$ cat src/rtl/sr_cmd_gen_pkg.sv
// sr_cmd_gen_pkg
//   Shared definitions for the SR command generator:
//   - state_t : command FSM states
//   - pend_t  : encoding of the one-deep pending request slot
//   - default parameter constants for debounce length and pulse length
package sr_cmd_gen_pkg;

    typedef enum logic [1:0] {
        IDLE      = 2'd0,
        SET_PULSE = 2'd1,
        RST_PULSE = 2'd2,
        GAP       = 2'd3
    } state_t;

    typedef enum logic [1:0] {
        PEND_NONE = 2'd0,
        PEND_SET  = 2'd1,
        PEND_RST  = 2'd2
    } pend_t;

    localparam int DEF_DEBOUNCE_CYCLES = 4;
    localparam int DEF_PULSE_LEN       = 3;

endpackage

$ cat src/rtl/sr_debounce.sv
// sr_debounce
//   Two-flop synchronizer followed by a debouncer for one push-button.
//   The debounced level flips only after DEBOUNCE_CYCLES consecutive
//   synchronized samples disagree with it; any agreeing sample clears the run.
// Ports:
//   clk   : clock, rising edge
//   rst_n : synchronous active-low reset
//   raw   : asynchronous raw button input
//   level : debounced button level
module sr_debounce
    import sr_cmd_gen_pkg::*;
#(
    parameter int DEBOUNCE_CYCLES = DEF_DEBOUNCE_CYCLES
) (
    input  logic clk,
    input  logic rst_n,
    input  logic raw,
    output logic level
);

    localparam int CW = $clog2(DEBOUNCE_CYCLES + 1);

    logic          sync1;
    logic          sync2;
    logic [CW-1:0] cnt;

    always_ff @(posedge clk) begin
        if (!rst_n) begin
            sync1 <= 1'b0;
            sync2 <= 1'b0;
            level <= 1'b0;
            cnt   <= '0;
        end else begin
            sync1 <= raw;
            sync2 <= sync1;
            if (sync2 == level) begin
                cnt <= '0;
            end else if (cnt == CW'(DEBOUNCE_CYCLES - 1)) begin
                // This sample completes the stable run: accept the new level.
                // The counter never exceeds DEBOUNCE_CYCLES-1, so it cannot wrap.
                level <= sync2;
                cnt   <= '0;
            end else begin
                cnt <= cnt + 1'b1;
            end
        end
    end

endmodule

$ cat src/rtl/sr_cmd_gen.sv
// sr_cmd_gen
//   Turns two raw push-buttons into clean, non-overlapping S / R pulses for a
//   downstream SR flip-flop. Each debounced rising level is one request.
//   Requests arriving while a pulse is running are held in a one-deep slot;
//   a further request is dropped and flagged by overflow. Simultaneous set and
//   reset requests are both discarded and flagged by conflict.
// Ports:
//   clk       : clock, rising edge
//   rst_n     : synchronous active-low reset
//   btn_set   : raw set button
//   btn_reset : raw reset button
//   S, R      : registered set / reset drive (never both high)
//   busy      : registered, high when the FSM is not IDLE
//   conflict  : one-cycle pulse, set and reset requests in the same cycle
//   overflow  : one-cycle pulse, a request was dropped (slot full)
//   dbg_state : current FSM state, for observation
//
// Handshake: none -- the buttons are free-running level inputs and the outputs
// are plain registered levels/pulses; there is no valid/ready pairing.
module sr_cmd_gen
    import sr_cmd_gen_pkg::*;
#(
    parameter int DEBOUNCE_CYCLES = DEF_DEBOUNCE_CYCLES,
    parameter int PULSE_LEN       = DEF_PULSE_LEN
) (
    input  logic   clk,
    input  logic   rst_n,
    input  logic   btn_set,
    input  logic   btn_reset,
    output logic   S,
    output logic   R,
    output logic   busy,
    output logic   conflict,
    output logic   overflow,
    output state_t dbg_state
);

    localparam int PW = $clog2(PULSE_LEN + 1);

    logic          level_set;
    logic          level_rst;
    logic          hist_set;
    logic          hist_rst;
    logic          set_req;
    logic          rst_req;
    logic          both_req;
    pend_t         new_req;
    state_t        state;
    pend_t         pend;
    logic [PW-1:0] pcnt;

    sr_debounce #(.DEBOUNCE_CYCLES(DEBOUNCE_CYCLES)) u_db_set (
        .clk   (clk),
        .rst_n (rst_n),
        .raw   (btn_set),
        .level (level_set)
    );

    sr_debounce #(.DEBOUNCE_CYCLES(DEBOUNCE_CYCLES)) u_db_rst (
        .clk   (clk),
        .rst_n (rst_n),
        .raw   (btn_reset),
        .level (level_rst)
    );

    assign set_req  = level_set & ~hist_set;
    assign rst_req  = level_rst & ~hist_rst;
    assign both_req = set_req & rst_req;

    // A single request only; a simultaneous pair cancels to nothing.
    always_comb begin
        new_req = PEND_NONE;
        if (set_req && !rst_req) begin
            new_req = PEND_SET;
        end else if (rst_req && !set_req) begin
            new_req = PEND_RST;
        end
    end

    assign dbg_state = state;

    always_ff @(posedge clk) begin
        if (!rst_n) begin
            state    <= IDLE;
            pend     <= PEND_NONE;
            pcnt     <= '0;
            hist_set <= 1'b0;
            hist_rst <= 1'b0;
            S        <= 1'b0;
            R        <= 1'b0;
            busy     <= 1'b0;
            conflict <= 1'b0;
            overflow <= 1'b0;
        end else begin
            hist_set <= level_set;
            hist_rst <= level_rst;
            conflict <= both_req;
            overflow <= 1'b0;

            case (state)
                IDLE: begin
                    pcnt <= '0;
                    if (pend != PEND_NONE) begin
                        // Slot is consumed now; a request in this same cycle
                        // lands in the freshly emptied slot.
                        state <= (pend == PEND_SET) ? SET_PULSE : RST_PULSE;
                        S     <= (pend == PEND_SET);
                        R     <= (pend == PEND_RST);
                        busy  <= 1'b1;
                        pend  <= new_req;
                    end else if (new_req != PEND_NONE) begin
                        state <= (new_req == PEND_SET) ? SET_PULSE : RST_PULSE;
                        S     <= (new_req == PEND_SET);
                        R     <= (new_req == PEND_RST);
                        busy  <= 1'b1;
                    end
                end
                SET_PULSE, RST_PULSE: begin
                    if (pcnt == PW'(PULSE_LEN - 1)) begin
                        state <= GAP;
                        S     <= 1'b0;
                        R     <= 1'b0;
                        pcnt  <= '0;
                    end else begin
                        pcnt <= pcnt + 1'b1;
                    end
                end
                GAP: begin
                    state <= IDLE;
                    busy  <= 1'b0;
                end
                default: begin
                    state <= IDLE;
                end
            endcase

            if (state != IDLE && new_req != PEND_NONE) begin
                if (pend == PEND_NONE) begin
                    pend <= new_req;
                end else begin
                    overflow <= 1'b1;
                end
            end
        end
    end

endmodule

$ cat config.mk
export PLATFORM = sky130hd
export DESIGN_NAME = sr_cmd_gen
export DESIGN_NICKNAME = d
export VERILOG_FILES = /design/src/rtl/sr_cmd_gen_pkg.sv /design/src/rtl/sr_debounce.sv /design/src/rtl/sr_cmd_gen.sv
export SDC_FILE = /design/constraint.sdc
export NUM_CORES = 1
export LEC_CHECK = 0
export ABC_CLOCK_PERIOD_IN_PS = 2300
export CAP_MARGIN = 30
export CORE_MARGIN = 4
export CORE_UTILIZATION = 51
export DETAILED_ROUTE_END_ITERATION = 8
export PLACE_DENSITY = 0.8
export RECOVER_POWER = 25
export SLEW_MARGIN = 0
export SYNTH_ARGS = -nofsm -noshare
export SYNTH_HDL_FRONTEND = slang
export SYNTH_SLANG_ARGS = --single-unit
$ cat constraint.sdc
create_clock -name clk -period 2.3 [get_ports clk]
set_input_delay 0.575 -clock clk [delete_from_list [all_inputs] [get_ports clk]]
set_output_delay 0.575 -clock clk [all_outputs]
set_load 0.05 [all_outputs]
After elaboration in Yosys (flattened, before gate mapping). Index checks and enable logic that the tools add are counted.

Input bits: 4. Bits in registers: 25.

Bitwise logic cells: 8. Add/subtract/negate cells: 3. Multiplexer cells: 25. Equal/unequal tests: 14. Reductions and logical operators: 21.

Operators by type and width (count): two-way mux 2 bit (12); equality test 2 bit (second input constant) (5); AND reduction 2 bit (5); nonzero test 2 bit (5); two-way mux 1 bit (8); adder 3 x 1 -> 3 bit (second input constant) (2); equality test 2 x 1 -> 1 bit (second input constant) (3); equality test 3 x 2 -> 1 bit (second input constant) (2); case mux 1 bit (2 select lines) (3); case mux 2 bit (3 select lines) (1); OR reduction 3 bit (2); inverter 1 bit (5); zero test 2 bit (2); case mux 2 bit (2 select lines) (1); AND 1 bit (3); logical AND 1 bit (3); != test 3 bit (second input constant) (1); AND reduction 3 bit (1); adder 2 x 1 -> 2 bit (second input constant) (1); equality test 1 bit (2); zero test 1 bit (2); != test 2 bit (second input constant) (1); OR reduction 2 bit (1).

Longest topological paths before layout. Gate-level depths: netlist of the first run.

Depth after elaboration: 11. Depth in mapped cells: 6. Mapped depth without buffers: 6.

Hierarchy. A second synthesis of the first run with hierarchy kept.

Cell total of the unflattened synthesis: 112. Area, all modules: 1137.3 um^2.

Modules (own cells, without submodules): sr_cmd_gen (instances 1, area each 704.4 um^2, cells each 78, seq. area each 260.2 um^2); sr_debounce (instances 2, area each 216.5 um^2, cells each 17, seq. area each 120.1 um^2).

Worst setup path after synthesis of the first run. No wires, ideal clock.

Path kind: reg2reg. Start: register state[0], in the netlist dbg_state[0]. End: register state[1], in the netlist dbg_state[1]. Setup slack: 0.437 ns. Path buffers: 0. Cell stages (with the launch flop): 6. Setup time: 0.121 ns. Required time: 2.179 ns. Arrival time: 1.741 ns. Cells stage by stage: dfxtp_1 inv_1 ha_1 and4bb_4 a21oi_2 mux2_4.

Word-level cells in the longest chain between the ends: 4. Elaborated cells on any way between the ends: 9. Classes of those cells: 5 x eq/ne; 1 x mux; 3 x reduce/logical.

RTL lines: start, declared (line sr_cmd_gen.sv:48) `state_t state;`; start signal, assigned (line sr_cmd_gen.sv:106) `state <= (pend == PEND_SET) ? SET_PULSE : RST_PULSE;`; start signal, assigned (line sr_cmd_gen.sv:112) `state <= (new_req == PEND_SET) ? SET_PULSE : RST_PULSE;`; equality test 2 x 1 -> 1 bit / equality test 2 bit (equally long branches) (line sr_cmd_gen.sv:100) `case (state)`; OR reduction 2 bit (line sr_cmd_gen.sv:100); != test 2 bit (no source line); AND reduction 2 bit (no source line).

Parallel ways exist; a longest one is shown, timed or not. A chain may end at the register's enable or synchronous reset.

Worst setup path after layout of the first run.
Start: register state[0], in the netlist dbg_state[0]. End: output port dbg_state[0].

RTL lines: end, declared (line sr_cmd_gen.sv:35) `output state_t dbg_state`.

No word-level cell between the ends.

==> results.md, run 1 <==
- Buffers on Ports: 10
- Initial core utilization: 0.559
- Async S/R FF share, synth: 0
- Worst-Skew Late Latency: 310 ps
- Worst Hold Launch: u_db_set.cnt[0]$_SDFF_PP0_
- Vias per cell: 5.20
- Slew Limit Fails: 0
- H-tree depth: 1
- Worst VDD drop: 0.523 mV
- Top cell type's share of synthesized area: 0.434
- Gr ovfl total: 0
- Relative slew slack: 0.663
- Largest net degree at the start of global routing: 18
- Met1 wire length: 842 µm
- Die X-Extent: 55.5 µm
- IO Pins: 11
- Critical path peak fanout: 5
- Cell taking the most area after synthesis: dfxtp_1
- Register Area: 500 µm²
- Hold depth: 1
- Die area: 3080 µm²
- Seq/Total Area, Yosys: 0.434
- Top post-synthesis cells by count: 25 x dfxtp_1, 12 x ha_1, 10 x inv_1
- Mapped Area: 1150 µm²
- Post-layout util: 0.638
- Clk sinks: 25
- Max Fclk: 462 MHz
- Final Hold Vio Count: 0
- First-pass GRT wire length: 3310 µm
- Cell Pwr Density: 743 nW/µm²
- Synth area leaders: dfxtp_1 43%, ha_1 13%, and2_1 4.3%
- Worst EP arrival: 1590 ps
- Post-synthesis instance total: 115
- Post-CTS setup buffer count: 0
- RSZ-0062 raised after global routing: false
- Met2 routed WL: 967 µm
- Root buf cell: clkbuf_4
- CTS buffer count: 3
- CP peak stage delay: 840 ps
- Crit path required time: 1730 ps
- Routed WL: 1870 µm
- Total Routing Usage GR: 0.131
- 1st-pass router iterations: 4
- R2R Setup Slk: 540 ps
- Vias: 806
- Crit path kind: flip-flop to output port
- Area of the multi-input gates: 607 µm²
- Synthesized net count: 131
- CORE AREA: 2060 µm²
- Vias in the first global route: 790
- Critical Path End Type: output port
- Worst-Margin Slew: 504 ps
- WHS Endpoint: u_db_set.cnt[0]$_SDFF_PP0_
- DRC: 0
- Area Overhead vs Synth: 14.2%
- Hold Path Class: flip-flop to flip-flop
- Clk_skew: 3.09 ps
- CTS Hold Buffers Added: 0
- Wire length on met3: 58 µm
- CTS tree: built
- Post-cts resize count: 0
- Initial antenna violation count: 0
- Clock tree buffer depth: 2
- R2R depth: 6
- Final Net Count: 145
- Largest delay share family, worst path: buffers and inverters
- Die Ht: 55.5 µm
- Final setup TNS: 0 ps
- Internal power: 0.659 mW
- Main synth FF type: dfxtp_1
- Syn. warnings: 0
- Final setup fails: 0
- Uppermost layer routed: met3
- DRT iter0 DRCs: 5
- Clk slew on worst S/H paths: 140 ps
- Sequential power share: 0.487
- Avg Inst Size Synth: 10.0 µm²
- Outcome: finished clean
- Fill cells: 166
- Netlist cell types: 30
- Clock power frac: 0.201
- Reg2reg start: u_db_rst.level$_SDFFE_PN0P_
- Post-route ant nets: 0
- Row cnt: 16
- Tcrit/Tclk final: 0.942
- P_leak: 0.539 nW
- Critical path buffers and inverters: 1
- Comb power frac: 0.312
- Sw Pwr: 0.319 mW
- Worst r2r dst: dbg_state[1]$_SDFFE_PN0P_
- Avg WL per Cell: 12.1 µm
- Max_cap viols: 0
- Sw Share: 0.326
- Gpl congestion: 0.845
- Fraction of layout cells with a size suffix above 1: 0.109
- Most frequent cell after synthesis: dfxtp_1
- Fin crit period: 2170 ps
- Synth Register Bits: 25
- ANT cells: 0
- Startpoint Class: flip-flop
- CP Cell Sequence: clkdlybuf4s50_1
- Post-synth EDFFs: 0
- Slowest library cell on the worst path: clkdlybuf4s50_1
- Detailed placement HPWL: 1410 µm
==> routing by layer <==
layer / GRT usage / up-vias
met1: 0.148 / 383
met2: 0.235 / 8
met5: 0 / -
li1: - / 415
met4: 0.0625 / 0
met3: 0.0256 / 0
==> state kept, by name, indices dropped and copies added, names as in the netlist <==
register        count
u_db_rst.cnt        3
u_db_set.cnt        3
dbg_state           2
pcnt                2
pend                2
R                   1
S                   1
busy                1
conflict            1
hist_rst            1
hist_set            1
overflow            1
u_db_rst.level      1
u_db_rst.sync1      1
u_db_rst.sync2      1
u_db_set.level      1
u_db_set.sync1      1
u_db_set.sync2      1
==> cells in the final DEF (no fill, tap or decap) <==
cell / n
nand3b_1: 3
inv_1: 10
nor2b_1: 6
xor2_1: 2
o21ba_2: 1
nor3b_1: 1
and4bb_2: 1
a21oi_1: 3
or2b_1: 1
nand2_1: 2
nor4b_1: 2
dfxtp_1: 25
dlygate4sd3_1: 1
a211o_1: 1
nor2_1: 7
ha_1: 12
nor3_1: 2
clkdlybuf4s50_1: 9
clkbuf_4: 3
clkinvlp_4: 1
nor4bb_1: 1
a21oi_2: 2
o211a_1: 1
and2_0: 2
a21boi_0: 2
and4bb_4: 1
mux2i_1: 3
o221a_2: 1
and2_1: 6
a211oi_1: 1
mux2_4: 1
o21ai_0: 8
buf_4: 1
nand2b_1: 3
and2_2: 2
==> through the flow <==
step	worst slack [ps]	hold slack [ps]	instance area, µm²	power, mW	std cells
floorplan	437	399	1150	0.721	115
global placement	438	407	1290	0.778	151
detailed placement	399	414	1290	0.792	151
CTS	104	441	1320	0.991	155
global route	47.9	452	1320	1.03	155
finish	133	442	1320	0.978	155
==> final cells by class <==
| class | instances | area share |
|---|---|---|
| multi-input combinational | 78 | 0.461 |
| sequential | 25 | 0.380 |
| timing repair buffer | 11 | 0.0817 |
| inverter | 10 | 0.0285 |
| tap | 27 | 0.0257 |
| clock buffer | 3 | 0.0171 |
| clock inverter | 1 | 0.00570 |
==> cells by family (layout without fill, tap and decap cells) <==
family / count (synthesis) / after routing / synth area share
muxes: 4 / 4 / 0.0391
DFF: 25 / 25 / 0.434
buffers and inverters: 12 / 25 / 0.0391
xor gates and xnor gates: 2 / 2 / 0.0152
AOI/OAI and AO/OA: 20 / 20 / 0.117
adders and majority gates: 12 / 12 / 0.130
and+or+nand+nor: 40 / 40 / 0.225
==> power by group through the flow <==
stage	sequential [mW]	clock (mW)	combinational (mW)
2_1_floorplan	0.518	0	0.203
3_3_place_gp	0.484	0	0.294
3_5_place_dp	0.486	0	0.306
4_1_cts	0.477	0.207	0.307
5_1_grt	0.483	0.219	0.330
6_report	0.477	0.196	0.305
==> worst max path at each step <==
| stage | endpoint | from | depth (start not counted) | slack [ps] |
|---|---|---|---|---|
| after floorplan | dbg_state[1]$_SDFFE_PN0P_ | dbg_state[0]$_SDFFE_PN0P_ | 5 | 440 |
| after global placement | dbg_state[1]$_SDFFE_PN0P_ | rst_n | 3 | 440 |
| after detailed placement | overflow$_SDFF_PN0_ | rst_n | 3 | 400 |
| after CTS | dbg_state[0] | dbg_state[0]$_SDFFE_PN0P_ | 1 | 100 |
| after global routing | dbg_state[0] | dbg_state[0]$_SDFFE_PN0P_ | 1 | 50 |
| final | dbg_state[0] | dbg_state[0]$_SDFFE_PN0P_ | 1 | 130 |
No activity file was read; power rests on OpenSTA's default activity.
==> inputs of run 2 (changes only) <==
--- a/config.mk
+++ b/config.mk
@@ -12,6 +12,7 @@
 export DETAILED_ROUTE_END_ITERATION = 8
 export PLACE_DENSITY = 0.8
 export RECOVER_POWER = 25
+export SETUP_SLACK_MARGIN = 0.5
 export SLEW_MARGIN = 0
 export SYNTH_ARGS = -nofsm -noshare
 export SYNTH_HDL_FRONTEND = slang
==> run 2 against run 1 <==
Against the previous run: highest routed layer is now met4; worst setup slack better by 420 ps; via count is 0.62% lower; fmax is 24% higher; utilization is 1.5 points lower; flip-flop and latch count stayed put; critical path type unchanged.
==> results.md, run 2 (same netlist as run 1, synthesis figures left out) <==
- Die area: 3080 µm²
- Crit path required time: 1730 ps
- RSZ-0062 raised after global routing: false
- Max_cap viols: 0
- Worst-Skew Late Latency: 330 ps
- Startpoint Class: flip-flop
- Relative slew slack: 0.647
- CP endpoint: overflow
- Fraction of layout cells with a size suffix above 1: 0.148
- IO Pins: 11
- Max Fclk: 573 MHz
- Clock tree buffer depth: 2
- First-pass GRT wire length: 3400 µm
- Clk sinks: 25
- Outcome: finished clean
- Critical Path Stages: 1
- Worst VDD drop: 0.542 mV
- R2R Setup Slk: 590 ps
- Critical path peak fanout: 1
- Power consumption: 0.968 mW
- Clk slew on worst S/H paths: 140 ps
- Post-CTS setup buffer count: 0
- Final Hold Vio Count: 0
- Reg2reg start: hist_rst$_SDFF_PN0_
- Final setup TNS: 0 ps
- Final Net Count: 145
- Hold Path Class: flip-flop to flip-flop
- H-tree depth: 1
- Initial antenna violation count: 0
- CTS tree: built
- Total Routing Usage GR: 0.135
- Critical Path Source: overflow$_SDFF_PN0_
- CORE AREA: 2060 µm²
- Detailed placement HPWL: 1430 µm
- Vias: 801
- Die X-Extent: 55.5 µm
- Cell Pwr Density: 753 nW/µm²
- Worst-Margin Slew: 527 ps
- CTS Hold Buffers Added: 0
- Largest net degree at the start of global routing: 19
- Area Overhead vs Synth: 11.5%
- Die Ht: 55.5 µm
- Post-cts resize count: 10
- Fill cells: 179
- Worst EP arrival: 1170 ps
- Final setup fails: 0
- Crit path kind: flip-flop to output port
- Most frequent cells in the layout: 24 x dfxtp_1, 11 x ha_1, 10 x inv_1, 8 x and2_1, 8 x o21ai_0
- Post-route ant nets: 0
- Tcrit/Tclk final: 0.759
- Root buf cell: clkbuf_4
- Row cnt: 16
- Gr ovfl total: 0
- Vias in the first global route: 806
- Slowest library cell on the worst path: dlygate4sd2_1
- Vias per cell: 5.17
- Buffers on Ports: 10
- DRC: 0
- Largest delay share family, worst path: buffers and inverters
- Cell Area, Placed: 1290 µm²
- Avg WL per Cell: 12.2 µm
- Routed WL: 1890 µm
- CP peak stage delay: 510 ps
- Slew Limit Fails: 0
- 1st-pass router iterations: 4
- DRT iter0 DRCs: 6
- CP Cell Sequence: dlygate4sd2_1
- Fin area: 1280 µm²
- Critical path buffers and inverters: 1
- Regs by FF count: u_db_rst.cnt: 3 flops, u_db_set.cnt: 3 flops
- Initial core utilization: 0.559
- P_leak: 0.553 nW
- Worst r2r dst: dbg_state[1]$_SDFFE_PN0P_
- Gpl congestion: 0.815
- CTS buffer count: 3
- Critical Path End Type: output port
- ANT cells: 0
- Commonest non-fill, non-tap cell in the layout: dfxtp_1
- Clk_skew: 22.3 ps
- R2R depth: 6
- Fin crit period: 1750 ps
run 2: area by class of cell:
cell class | count | area (µm²) | share of cell area
Sequential cell | 25 | 502 | 0.390
Tap cell | 27 | 33.8 | 0.0263
Inverter | 10 | 37.5 | 0.0292
Multi-Input combinational cell | 78 | 609 | 0.474
Clock buffer | 4 | 26.3 | 0.0204
Timing Repair Buffer | 11 | 76.3 | 0.0594
run 2: through the flow:
stage | worst slack (ps) | hold WS [ps] | std cells | util
2_1_floorplan | 641 | 399 | 115 | -
6_report | 554 | 439 | 155 | 0.623
3_5_place_dp | 374 | 421 | 151 | 0.625
5_1_grt | 488 | 463 | 155 | 0.623
4_1_cts | 454 | 447 | 155 | 0.635
3_3_place_gp | 403 | 407 | 151 | 0.625
run 2: worst min-delay path by stage:
stage / slack [ps] / to / cells past startpoint / startpoint
CTS: 450 / u_db_rst.cnt[0]$_SDFF_PP0_ / 1 / u_db_rst.cnt[0]$_SDFF_PP0_
finish: 440 / u_db_rst.cnt[0]$_SDFF_PP0_ / 1 / u_db_rst.cnt[0]$_SDFF_PP0_
detailed placement: 420 / u_db_set.sync2$_SDFF_PN0_ / 1 / u_db_set.sync1$_SDFF_PN0_
global placement: 410 / u_db_rst.cnt[0]$_SDFF_PP0_ / 1 / u_db_rst.cnt[0]$_SDFF_PP0_
global route: 460 / u_db_set.sync2$_SDFF_PN0_ / 1 / u_db_set.sync1$_SDFF_PN0_
floorplan: 400 / u_db_rst.cnt[0]$_SDFF_PP0_ / 1 / u_db_rst.cnt[0]$_SDFF_PP0_
run 2: power by group:
| group | leakage (nW) | switching [mW] | internal (mW) |
|---|---|---|---|
| logic | 0.335 | 0.168 | 0.128 |
| registers | 0.203 | 0.0222 | 0.456 |
| clock network | 0.0150 | 0.126 | 0.0679 |
| total | 0.553 | 0.316 | 0.651 |
run 2: per-layer routing:
layer  up-vias  share of wire  global-route usage
met5         -              0                   0
met4         0          0.025              0.0590
met1       373           0.47               0.160
met3         4          0.030              0.0420
li1        413              -                   -
met2        11           0.47               0.223
==> inputs of run 3 (changes only) <==
--- a/config.mk
+++ b/config.mk
@@ -5,7 +5,7 @@
 export SDC_FILE = /design/constraint.sdc
 export NUM_CORES = 1
 export LEC_CHECK = 0
-export ABC_CLOCK_PERIOD_IN_PS = 2300
+export ABC_CLOCK_PERIOD_IN_PS = 1650
 export CAP_MARGIN = 30
 export CORE_MARGIN = 4
 export CORE_UTILIZATION = 51
==> constraint.sdc (replaced) <==
create_clock -name clk -period 1.65 [get_ports clk]
set_input_delay 0.4125 -clock clk [delete_from_list [all_inputs] [get_ports clk]]
set_output_delay 0.4125 -clock clk [all_outputs]
set_load 0.05 [all_outputs]
==> run 3 against run 2 <==
Against the previous run: hold slack worse by 28 ps; critical path depth is 5 higher; first-iteration DRC count is 83% higher; cell area is 27% higher; critical endpoint is now dbg_state[1]$_SDFFE_PN0P_.
==> results.md, run 3 (same netlist as run 1, synthesis figures left out) <==
- Avg WL per Cell: 14.8 µm
- Cells after DPL: 152
- Critical path peak fanout: 4
- Worst VDD drop: 0.966 mV
- Cell Area, Placed: 1400 µm²
- Final Net Count: 156
- Post-layout util: 0.794
- Regs by FF count: u_db_rst.cnt: 3 flops, u_db_set.cnt: 3 flops
- Final Hold Vio Count: 0
- 1st-pass router iterations: 6
- Tcrit/Tclk final: 0.907
- Final setup TNS: 0 ps
- Hold Path Class: flip-flop to flip-flop
- Crit path required time: 1870 ps
- Initial antenna violation count: 0
- Vias in the first global route: 913
- Root buf cell: clkbuf_4
- Slowest library cell on the worst path: dfxtp_1
- Fraction of layout cells with a size suffix above 1: 0.417
- Die Ht: 55.5 µm
- CP Cell Sequence: nand2b_4 -> inv_4 -> ha_4 -> and4bb_4 -> a21oi_4 -> mux2_4
- Fill cells: 123
- Relative slew slack: 0.765
- ANT cells: 0
- Setup slack after layout: 153 ps
- P_leak: 0.648 nW
- CTS tree: built
- IO Pins: 11
- Post-route ant nets: 0
- Worst-Skew Late Latency: 320 ps
- Gpl congestion: 0.751
- Non-filler cells, final: 166
- Vias per cell: 5.34
- Final setup fails: 0
- Die X-Extent: 55.5 µm
- Fin area: 1640 µm²
- Min Hold Slack: 411 ps
- Most frequent cells in the layout: 15 x dfxtp_1, 7 x dfxtp_2, 7 x inv_1, 7 x nor2_1
- Clk slew on worst S/H paths: 140 ps
- RSZ-0062 raised after global routing: true
- Commonest non-fill, non-tap cell in the layout: dfxtp_1
- Clk sinks: 25
- H-tree depth: 1
- Crit path kind: flip-flop to flip-flop
- Buffers on Ports: 10
- Detailed placement HPWL: 1500 µm
- Clock tree buffer depth: 2
- CP peak stage delay: 340 ps
- DRT iter0 DRCs: 11
- First-pass GRT wire length: 4300 µm
- Clk_skew: 9.70 ps
- Initial core utilization: 0.559
- Power consumption: 1.65 mW
- Startpoint Class: flip-flop
- Largest net degree at the start of global routing: 16
- Area Overhead vs Synth: 42.1%
- Fin crit period: 1500 ps
- Outcome: finished clean
- Die area: 3080 µm²
- CORE AREA: 2060 µm²
- Routed WL: 2460 µm
- Worst slack, placed: 109 ps
- Worst EP arrival: 1720 ps
- Slew Limit Fails: 0
- Gr ovfl total: 0
- Row cnt: 16
- Vias: 886
- DRC: 0
- Cell Pwr Density: 1010 nW/µm²
- Max Fclk: 668 MHz
- CTS buffer count: 3
- Total Routing Usage GR: 0.171
- Worst-Margin Slew: 351 ps
- Max_cap viols: 0
- Critical Path End Type: flip-flop
run 3: cell count changes in the layout (fill, tap and decap cells not counted), sizes merged:
cell / change
clkbuf: -5
inv: +1
buf: +17
dlygate4sd3: -1
dlygate4sd2: -1
run 3: final cells by class:
type	instances	area, µm²	share of cell area
multi-input cells	78	749	0.458
repair buffers	22	260	0.159
flip-flops and latches	25	520	0.318
clock inverters	1	6.26	0.00382
clock buffers	3	22.5	0.0138
inverters	10	45.0	0.0275
well taps	27	33.8	0.0206
run 3: path summary, 6_finish.rpt:
path	start	end	slack [ps]	cells past startpoint
setup / recovery	hist_rst$_SDFF_PN0_	dbg_state[1]$_SDFFE_PN0P_	150	6
hold / removal	u_db_rst.cnt[0]$_SDFF_PP0_	u_db_rst.cnt[0]$_SDFF_PP0_	410	1
setup reg to reg	hist_rst$_SDFF_PN0_	dbg_state[1]$_SDFFE_PN0P_	150	6
hold reg to reg	u_db_rst.cnt[0]$_SDFF_PP0_	u_db_rst.cnt[0]$_SDFF_PP0_	410	1
run 3: routing by layer:
layer  global-route usage  part of all wire  vias up
met2                0.285              0.49       25
met4               0.0521             0.010        0
met5                    0                 0        -
met1                0.203              0.44      422
li1                     -                 -      433
met3               0.0606             0.055        6
run 3: critical path: cells and delay by family, from the launching register on:
kind / cells / cell delay, ps
buffers and inverters: 1 / 40
and+or+nand+nor: 2 / 420
adders and majority gates: 1 / 260
muxes: 1 / 290
DFF: 1 / 340
AOI/OAI and AO/OA: 1 / 50
run 3: what timing repair did:
item,in CTS,in global routing
hold buffers,0,0
buffers inserted,7,3
cloned,0,0
gates resized for setup,26,12
setup endpoints to repair,23,24
pin swaps,6,11
run 3: power breakdown:
group | switching, mW | internal [mW] | leakage [nW]
Combinational | 0.348 | 0.359 | 0.421
Clock | 0.182 | 0.0943 | 0.0183
Sequential | 0.0319 | 0.640 | 0.209
Total | 0.562 | 1.09 | 0.648
